`src/rtl/tetris_pkg.sv`:
```
// Shared playfield types for the Tetris datapath.
// Used by the playfield controller and the VGA UI display.
package tetris_pkg;

  localparam int ROWS = 20;
  localparam int COLS = 12;
  localparam int SCORE_W = 7;
  localparam int SCORE_MAX_DEFAULT = 99;

  typedef logic [ROWS-1:0][COLS-1:0] field_t;

  typedef enum logic [2:0] {
    S_IDLE,
    S_SCAN,
    S_FLASH,
    S_COLLAPSE,
    S_GAMEOVER
  } pf_state_t;

endpackage

```
`src/rtl/row_collapse.sv`:
```
// Full-row detector and single-row remover for the playfield.
// Drops the lowest full row and shifts everything above it down.
module row_collapse
  import tetris_pkg::*;
(
  input  field_t           field,
  output logic             any_full,
  output logic [ROWS-1:0]  full,
  output field_t           collapsed
);

  logic [4:0] sel;

  always_comb begin
    sel = '0;
    full = '0;
    for (int r = 0; r < ROWS; r++) begin
      full[r] = &field[r];
      if (full[r]) sel = 5'(r);
    end
    any_full = |full;
    collapsed = field;
    for (int r = 1; r < ROWS; r++) begin
      if (5'(r) <= sel) collapsed[r] = field[r-1];
    end
    if (any_full) collapsed[0] = '0;
  end

endmodule

```
`src/rtl/playfield_controller.sv`:
```
// Tetris playfield owner: merge, row detect, flash, collapse, score.
// Feeds objectMatrix/flash/score to the VGA UI display.
module playfield_controller
  import tetris_pkg::*;
#(
  parameter int FLASH_CYCLES = 25_000_000,
  parameter int SCORE_MAX = SCORE_MAX_DEFAULT
) (
  input  logic                       clk,
  input  logic                       reset,
  input  logic                       new_game,
  input  logic                       lock_valid,
  input  logic [ROWS-1:0][COLS-1:0]  lock_mask,
  output logic                       lock_ready,
  output logic [ROWS-1:0][COLS-1:0]  objectMatrix,
  output logic [ROWS-1:0][COLS-1:0]  flash,
  output logic [SCORE_W-1:0]         score,
  output logic                       busy,
  output logic                       game_over
);

  localparam int CW = (FLASH_CYCLES > 1) ? $clog2(FLASH_CYCLES) : 1;
  localparam logic [CW-1:0] CNT_LOAD = CW'(FLASH_CYCLES - 1);
  localparam logic [SCORE_W-1:0] SMAX = SCORE_W'(SCORE_MAX);

  pf_state_t       state;
  logic [CW-1:0]   cnt;
  logic            any_full;
  logic [ROWS-1:0] full;
  field_t          collapsed;
  field_t          full_cells;

  row_collapse u_collapse (
    .field     (objectMatrix),
    .any_full  (any_full),
    .full      (full),
    .collapsed (collapsed)
  );

  always_comb begin
    full_cells = '0;
    for (int r = 0; r < ROWS; r++) begin
      full_cells[r] = {COLS{full[r]}};
    end
  end

  assign lock_ready = (state == S_IDLE);
  assign busy = (state != S_IDLE);

  always_ff @(posedge clk) begin
    if (!reset || new_game) begin
      state <= S_IDLE;
      objectMatrix <= '0;
      flash <= '0;
      score <= '0;
      game_over <= 1'b0;
      cnt <= '0;
    end else begin
      case (state)
        S_IDLE: begin
          if (lock_valid) begin
            objectMatrix <= objectMatrix | lock_mask;
            if (|(objectMatrix & lock_mask)) begin
              game_over <= 1'b1;
              state <= S_GAMEOVER;
            end else begin
              state <= S_SCAN;
            end
          end
        end
        S_SCAN: begin
          if (any_full) begin
            flash <= full_cells;
            cnt <= CNT_LOAD;
            state <= S_FLASH;
          end else begin
            state <= S_IDLE;
          end
        end
        S_FLASH: begin
          if (cnt == '0) begin
            flash <= '0;
            state <= S_COLLAPSE;
          end else begin
            cnt <= cnt - 1'b1;
          end
        end
        S_COLLAPSE: begin
          // one row per cycle; the next full row is re-found after the shift
          if (any_full) begin
            objectMatrix <= collapsed;
            if (score < SMAX) score <= score + 1'b1;
          end else begin
            state <= S_IDLE;
          end
        end
        S_GAMEOVER: state <= S_GAMEOVER;
        default: state <= S_IDLE;
      endcase
    end
  end

endmodule
```
`config.mk`:
```
export PLATFORM = sky130hd
export DESIGN_NAME = playfield_controller
export DESIGN_NICKNAME = d
export VERILOG_FILES = /design/src/rtl/tetris_pkg.sv /design/src/rtl/row_collapse.sv /design/src/rtl/playfield_controller.sv
export SDC_FILE = /design/constraint.sdc
export NUM_CORES = 1
export LEC_CHECK = 0
export CAP_MARGIN = 15
export CORE_AREA = 2 2 288 290
export DETAILED_ROUTE_END_ITERATION = 12
export DIE_AREA = 0 0 290 292
export PLACE_DENSITY = 0.5
export SLEW_MARGIN = 40
export SYNTH_ARGS = -nofsm -noshare
export SYNTH_HDL_FRONTEND = slang
export SYNTH_SLANG_ARGS = --single-unit
```
`constraint.sdc`:
```
create_clock -name clk -period 2.6 [get_ports clk]
set_clock_uncertainty 0.15 [all_clocks]
set_input_delay 0.65 -clock clk [delete_from_list [all_inputs] [get_ports clk]]
set_output_delay 0.65 -clock clk [all_outputs]
set_load 0.03 [all_outputs]
```
==> impl_metrics.ini, run 1 <==
[outcome]
status = finished, violations left
violations = setup timing

[power_and_ir_drop]
vdd_drop_max_mv = 0.400
cellPowerDensity_nw_per_um2 = 417
p_leak_nw = 12.3

[floorplan]
dieArea_um2 = 84700
fp.coreArea_um2 = 81600
die_w_um = 290
chipHeight_um = 292
initial_core_util_pct = 19.7
rows = 105
ios = 734

[cells_and_area]
syn2layout_area_growth_pct = 102
drive_gt1_share_pct = 43.3
finalNonFillerCells = 4137
n_fill_cell = 8033
nNetsFinal = 3281
final_common_cell = clkdlybuf4s50_1
final_cell_mix = 691 x clkdlybuf4s50_1, 532 x buf_4, 274 x nor2_1, 156 x dfxtp_2, 86 x dfxtp_1

[global_routing]
antenna_found_initial = 8
grt.total_usage_pct = 29.4
grt_max_degree = 102
overflow = 0
grt_pass1_vias = 21580
grt_pass1_wl_um = 176000

[critical_path]
crit_family = compound AO/OA/AOI/OAI gates
worstRegToRegCells = 14
cp_max_fo = 6
reg2reg_to = objectMatrix[235]
max_stage_delay_ps = 370
start_kind = register
slowest_stage = a211oi_2
critPathRequiredTime_ps = 2910
path_buf_inv = 6
critical_path_arrival_ps = 3480
worst_setup_path_end_kind = register
crit_chain = nand4_1, buf_4, nor3_4, o211ai_1, a211oi_2, buf_4, o21ai_4, buf_6, a21boi_4, buf_6, buf_12, nand2_8, buf_12, o221a_4
r2r-start = objectMatrix[34]
crit_type = register to register
r2r_slack_ps = -570

[clocking]
cts_root_buffer = clkbuf_16
cts_made_buffers = 37
cts_tree = done
htreeDepth = 2
clkLatencyLatePin_ps = 580
postCtsHoldBufs = 0
cts.sinks = 296
clkTransAtPathRegs_ps = 60
clock_path_buffers = 3

[detailed_routing]
vias_per_cell = 5.29
drt_iter0_drc = 2223
routed_wl_um = 131000
vias = 21878
drc = 0
ant_nets = 0
avgRoutedWirePerCell_um = 31.7
firstDrtPassIters = 6

[timing]
post-route-min-period_ps = 3170
finalCritPeriodShare_pct = 122
maxSlewHeadroom_pct = 58.0
setup_ws_ps = -573
hold_slack_ps = 310
worst_pin_slew_ps = 628
hold_viol = 0
setup_viol = 543
maxSlewViolCount = 0
finalSetupTns_ps = -134970
rsz0062_at_grt = yes
fmax_mhz = 315

[synthesis]
synth.yosys.seq_area_share_pct = 36.8
synthArstFlopShare_pct = 0
yosys_warnings = 0
syn_area_um2 = 16100
synth_ff_type = dfxtp_1
syn-num-nets = 2193
syn_inst = 1947
synth-edff-count = 0
syn_avg_cell_area_um2 = 8.27
ys_ff_latch = 296
ys_types = 67

[placement]
gp_congestion = 1.00
port_buffers = 733
dp.cells = 3983
place_ws_ps = -1620
dpl.hpwl_um = 105000

[worst_hold_path]
hold_path_class = register to register
worst_hold_startpoint = flash[58]
min_delay_worst_endpoint = flash[58]
hold_depth = 2

[run]
cap_violations = 0
-- synthesized netlist by cell type (all sizes together) (36+ instances only) --
master  instances  area, um2
a22o           36        315
buf           243       1780
nand4          83        519
o21a           38        285
o221a         133       1500
a21oi         105        526
a221oi         48        420
clkbuf         91        342
a22oi          50        380
nand2          57        216
nor3           54        320
inv            63        236
nor2          323       1210
o21ai         136        684
dfxtp         296       5930
-- area by class of cell --
class	instances	area [um2]	share of cell area [%]
Antenna cell	4	10.0	0.0307
Clock buffer	58	1190	3.66
Clock inverter	9	103	0.315
Inverter	63	236	0.726
Multi-Input combinational cell	1256	10100	31.1
Sequential cell	296	6320	19.4
Tap cell	1070	1340	4.11
Timing Repair Buffer	1381	13200	40.7
-- worst max-delay path by stage --
stage / startpoint / end / slack [ps] / depth (start not counted)
2_1_floorplan: objectMatrix[101] / objectMatrix[64] / -210 / 10
3_3_place_gp: lock_mask[173] / state[0] / -1620 / 12
3_5_place_dp: lock_mask[173] / state[0] / -1620 / 12
4_1_cts: objectMatrix[103] / objectMatrix[60] / -480 / 11
5_1_grt: objectMatrix[34] / objectMatrix[180] / -580 / 13
6_report: objectMatrix[34] / objectMatrix[235] / -570 / 14
-- worst min-delay path: stages, from the launching register on --
cell and delay [ps]:
dfxtp_1 310, nand2_1 60, a21oi_2 40
-- per-layer routing --
metal | global-route usage [%] | wire length [um] | part of all wire, %
met2 | 49.5 | 61000 | 46
met5 | 0 | 32 | 0.024
met1 | 33.8 | 49200 | 37
met4 | 20.4 | 11100 | 8.5
met3 | 5.53 | 9840 | 7.5
-- where the power goes --
part           switching [mW]  internal (mW)  total, mW
registers              0.0859           4.65       4.73
logic                    1.77           1.44       3.21
clock network            2.27           3.35       5.62
total                    4.12           9.44       13.6
-- sequential cells by signal (all words and copies together) (netlist names) --
register and flops:
score 7, flash 20, objectMatrix 240, state 3, cnt 25, game_over 1
-- what timing repair did --
action                                  4_1_cts  5_1_grt
pin swaps                                   128      115
resized for setup                           355      259
cloned                                       18        5
endpoints found under the setup margin      576      584
buffers inserted                             48       23
-- logic make-up after synthesis --
family | count (synthesis) | synth area share (%)
xor+xnor | 27 | 1.47
fa+ha+maj | 2 | 0.155
buf+inv | 397 | 14.6
flops | 296 | 36.8
compound gates | 610 | 28.8
mux | 1 | 0.0622
simple gates | 614 | 18.1
-- stage by stage --
step           utilization, %  area, um2  power (mW)
4_1_cts                  38.1      31100        13.4
5_1_grt                  39.9      32600        13.8
6_report                 39.9      32600        13.6
3_5_place_dp             34.1      27800        7.60
3_3_place_gp             34.0      27800        7.60
2_1_floorplan               -      16600        5.71
(Power assumes the default switching activity.)
==> run 2, diff against run 1 <==
CAP_MARGIN = unset   (was 15)
==> results of run 2 <==
No change in the layout: final DEF, timing and power equal those of run 1.
==> run 3, diff against run 2 <==
PLACE_DENSITY = 0.55   (was 0.5)
==> run 3 against run 2 <==
The flow still finishes with violations (setup timing). Combinational power is 6.2% lower. Sequential share of layout area up 0.73 points. Via count down 0.49%.
==> impl_metrics.ini, run 3 (synthesized netlist as in run 1, its figures left out) <==
[critical_path]
worstRegToRegCells = 14
crit_path_frequent_cell = buf_12
cp_max_fo = 6
worst_setup_path_end_kind = register
r2r-start = objectMatrix[118]
critical_path_arrival_ps = 3340
critPathLaunch = objectMatrix[118]
slowest_stage = dfxtp_2
reg2reg_to = objectMatrix[92]
max_stage_delay_ps = 320
crit_type = register to register
crit_chain = nand4_1, buf_4, nor3_4, buf_6, nor2_4, nor4b_4, a22oi_2, nand2_2, o31ai_4, buf_12, buf_12, nand2_8, buf_8, o221a_4
crit_family = buffers and inverters
r2r_slack_ps = -450
start_kind = register
endpoint = objectMatrix[92]
critPathRequiredTime_ps = 2890
cp.depth = 14
path_buf_inv = 5

[timing]
rsz0062_at_grt = yes
post-route-min-period_ps = 3050
finalCritPeriodShare_pct = 117
hold_slack_ps = 310
setup_ws_ps = -450
maxSlewHeadroom_pct = 48.6
worst_pin_slew_ps = 771
setup_viol = 436
fmax_mhz = 328
hold_viol = 0
maxSlewViolCount = 0

[floorplan]
fp.coreArea_um2 = 81600
rows = 105
dieArea_um2 = 84700
chipHeight_um = 292
die_w_um = 290
ios = 734
initial_core_util_pct = 19.7

[cells_and_area]
final_common_cell = clkdlybuf4s50_1
nNetsFinal = 3265
seq_area_um2 = 6320
n_fill_cell = 8237
fin_util_pct = 38.4
drive_gt1_share_pct = 40.6
fin_area_um2 = 31400
top_regs = objectMatrix x240, cnt x25, flash x20
syn2layout_area_growth_pct = 94.7
multi_input_area_um2 = 9340
largest_register_ffs = 240
final_cell_mix = 719 x clkdlybuf4s50_1, 534 x buf_4, 284 x nor2_1, 153 x dfxtp_2, 103 x o21ai_0
largest_register = objectMatrix

[power_and_ir_drop]
comb_power_share_pct = 23.0
p_int_mw = 9.22
pwr-share-clk_pct = 40.9
cellPowerDensity_nw_per_um2 = 418
p_leak_nw = 11.9
vdd_drop_max_mv = 0.315
p_sw_mw = 3.90
switching_share_pct = 29.7
seqPwrFrac_pct = 36.1

[global_routing]
grt_pass1_wl_um = 171000
antenna_found_initial = 15
grt.total_usage_pct = 28.6
grt_max_degree = 122
overflow = 0
grt_pass1_vias = 21348

[clocking]
cts.sinks = 296
htreeDepth = 2
postCtsHoldBufs = 0
cts_made_buffers = 36
clkTransAtPathRegs_ps = 60
clock_path_buffers = 3
clkLatencyLatePin_ps = 550
cts_tree = done
cts_root_buffer = clkbuf_16

[outcome]
violations = setup timing
status = finished, violations left

[detailed_routing]
vias = 21770
drc = 0
ant_nets = 0
vias_per_cell = 5.29
firstDrtPassIters = 5
routed_wl_um = 127000
drt_iter0_drc = 2047
avgRoutedWirePerCell_um = 30.7

[placement]
gp_congestion = 1.02
placed_area_um2 = 27700
dpl.hpwl_um = 102000
port_buffers = 733
place_ws_ps = -1350

[worst_hold_path]
hold_path_class = register to register

[run]
cap_violations = 0
## run 3: worst min path at each step
stage | startpoint | end | cells past startpoint
floorplan | cnt[24] | cnt[24] | 2
global placement | flash[106] | flash[106] | 2
detailed placement | flash[94] | flash[94] | 2
CTS | flash[46] | flash[46] | 2
global route | flash[106] | flash[106] | 2
finish | flash[106] | flash[106] | 2
## run 3: layout make-up
cell class | instances | area share [%]
timing repair buffer | 1367 | 41.2
clock buffer | 49 | 3.23
antenna | 5 | 0.0399
sequential | 296 | 20.1
tap | 1070 | 4.27
multi-input combinational | 1255 | 29.8
clock inverter | 14 | 0.642
inverter | 63 | 0.754
## run 3: worst reg2reg max path, cell delays in order (launching register included)
cell and delay (ps):
dfxtp_2 320, nand4_1 270, buf_4 250, nor3_4 230, buf_6 140, nor2_4 30, nor4b_4 120, a22oi_2 310
nand2_2 110, o31ai_4 230, buf_12 170, buf_12 110, nand2_8 60, buf_8 190, o221a_4 260
## run 3: power by group through the flow
stage | logic, mW | clock network, mW | registers [mW]
after floorplan | 0.568 | 0 | 5.15
after global placement | 2.72 | 0 | 4.83
after global routing | 3.07 | 5.54 | 4.75
final | 3.01 | 5.37 | 4.74
after CTS | 2.92 | 5.38 | 4.73
after detailed placement | 2.72 | 0 | 4.83
## run 3: what timing repair did
| action | 4_1_cts | 5_1_grt |
|---|---|---|
| resized for setup | 347 | 65 |
| hold endpoints to repair | 0 | 0 |
| cloned | 17 | 0 |
| pin swaps | 139 | 35 |
| setup endpoints to repair | 503 | 548 |
| buffers inserted | 49 | 13 |
## run 3: stage by stage
stage,TNS (ps),power [mW],cells
floorplan,-10610,5.71,1947
global placement,-111330,7.56,3981
detailed placement,-112090,7.55,3981
CTS,-83850,13.0,4105
global route,-116460,13.4,4118
finish,-92380,13.1,4119
## run 3: layer usage
metal / global-route usage (%) / vias up / routed length [um]
met3: 7.44 / 441 / 11900
met2: 47.5 / 1564 / 58200
met5: 0 / - / 108
met1: 30.7 / 10567 / 44100
li1: - / 9180 / -
met4: 23.4 / 18 / 12300
==> RTL edit: new RTL, flow settings as in run 2 <==
Change the package constant `COLS` from 12 to 6.
--- a/src/rtl/tetris_pkg.sv
+++ b/src/rtl/tetris_pkg.sv
@@ -3,7 +3,7 @@
 package tetris_pkg;
 
   localparam int ROWS = 20;
-  localparam int COLS = 12;
+  localparam int COLS = 6;
   localparam int SCORE_W = 7;
   localparam int SCORE_MAX_DEFAULT = 99;
 
Interface: changed (resized flash, lock_mask and objectMatrix); port bits go from 734 to 374. No check against the original RTL was run, so the function may have changed too.
==> RTL edit against run 2 <==
  * Area after synthesis decreased by 43%
  * Global-route usage decreased by 15 points
  * Design area decreased by 43%
  * The flow still finishes with violations (setup timing)
  * Die area unchanged
  * Largest cell class unchanged
  * Critical path type unchanged
  * Power decreased by 48%
  * Setup slack improved by 0.20 ns
  * Non-clock buffer count decreased by 606
  * Sequential cell count decreased by 120
  * Wire length decreased by 52%
==> RTL edit: results <==
[sta]
finalSetupViolations = 87
finalWorstSetupSlack_ns = -0.3705
slew_headroom = 0.4997
tns_ns = -17.14

[critical_path]
slowest_stage = or4_4
startpoint = cnt[11]
ff2ff_path_depth = 11
crit_end = cnt[12]
cp_max_fo = 8
cpLargestDelayFamily = simple AND/OR/NAND/NOR gates
cp.arrival_ns = 3.16
regToRegEndpoint = cnt[12]

[clocking]
cts_buffers = 17
htreeDepth = 4
clock_insertion_delay_worst_skew_ns = 0.47
clock_path_buffers = 2

[power]
power.leakage_uw = 0.008289
vdd_drop_max_uv = 465.3

[hold_path]
holdCritStartpoint = cnt[24]
hold_class = flop to flop

[grt]
grt_pass1_vias = 11553
antenna_found_initial = 19
grt_pass1_wl_um = 86680
grt_max_degree = 55
track_usage = 0.1434

[run_status]
status = finished, violations left
failed_checks = setup timing

[finish]
final_nets = 1934
instances_no_fill = 2900
reg.largest.list = objectMatrix (120), cnt (25), flash (20)
layout-drive-gt1-share = 0.3855
nFillCells = 8932

[detailed_routing]
avgRoutedWirePerCell_um = 21.76
viasPerCell = 4.063
drtPass1Iterations = 5
drt_first_iter_violations = 971

[placed_design]
placed_area_sq_um = 16340
portBuffers = 373
hpwl_um = 52080
dpl.cell_count = 2826
gp_congestion = 0.8835

[synth]
synth_area_per_cell_sq_um = 7.935
ys_seq_area_frac = 0.3815
synthArstFlopShare = 0
synth_cell_types = 55
synth_area_leaders = dfxtp_1 (38%), buf_4 (8.1%), nor2_1 (7.4%), a21oi_1 (5.6%), o21ai_0 (5.5%)
synth_commonest_cells = nor2_1 (182), dfxtp_1 (176), a21oi_1 (103)
RTL edit: cell count changes in the layout (fill, tap and decap cells not counted), sizes merged, moves of 35 or more:
| cell | run 2 | this run |
|---|---|---|
| buf | 646 | 403 |
| clkbuf | 62 | 19 |
| clkdlybuf4s50 | 691 | 265 |
| dfxtp | 296 | 176 |
| dlymetal6s2s | 0 | 79 |
| nand4 | 83 | 26 |
| nor2 | 323 | 184 |
| o21a | 38 | 3 |
| o221a | 133 | 32 |
RTL edit: cell type report:
| cell class | count | area share |
|---|---|---|
| antenna | 9 | 0.001213 |
| clock buffer | 19 | 0.02440 |
| clock inverter | 13 | 0.008156 |
| inverter | 51 | 0.01031 |
| multi-input combinational | 787 | 0.3046 |
| sequential | 176 | 0.1930 |
| tap | 1070 | 0.07213 |
| timing repair buffer | 775 | 0.3862 |
RTL edit: kinds of logic after synthesis:
group | synth area share
DFF | 0.3815
AOI/OAI and AO/OA | 0.2810
muxes | 0.007586
buffers and inverters | 0.1237
xor gates and xnor gates | 0.02465
and+or+nand+nor | 0.1790
adders and majority gates | 0.002709
RTL edit: stage by stage:
step                      setup slack, ns  hold slack [ns]  utilization
final                             -0.3705           0.3058       0.2275
after global routing              -0.4599           0.3157       0.2274
after CTS                         -0.3976           0.3101       0.2141
after detailed placement          -0.9045           0.3050       0.2002
after global placement            -0.9454           0.2970       0.2002
after floorplan                   -0.2588           0.2878            -
RTL edit: tightest hold or removal path, cell delays in order, from the launching register on:
cell	delay [ns]
dfxtp_1	0.31
o41ai_2	0.04
a21oi_1	0.05
RTL edit: routing by layer:
layer | up-vias | track usage | wire length, um
met5 | - | 0 | 91
met4 | 14 | 0.04268 | 1346
met3 | 75 | 0.05275 | 6374
met2 | 522 | 0.2148 | 27210
met1 | 5736 | 0.1906 | 28090
li1 | 5435 | - | -
RTL edit: repair_timing:
item / CTS / global route
gates cloned: 2 / 1
endpoints found under the setup margin: 184 / 181
pin swaps: 72 / 82
endpoints found under the hold margin: 0 / 0
gates resized for setup: 150 / 275
buffers inserted: 15 / 20
RTL edit: where the power goes:
| group | internal [uW] | total (uW) | switching [uW] |
|---|---|---|---|
| registers | 2760 | 2800 | 40.8 |
| clock network | 1490 | 2760 | 1270 |
| logic | 671 | 1450 | 782 |
RTL edit: worst min path at each step:
stage,depth (start not counted),endpoint
finish,2,cnt[24]
global placement,2,cnt[24]
CTS,2,cnt[24]
floorplan,2,cnt[24]
detailed placement,2,cnt[24]
global route,2,cnt[24]
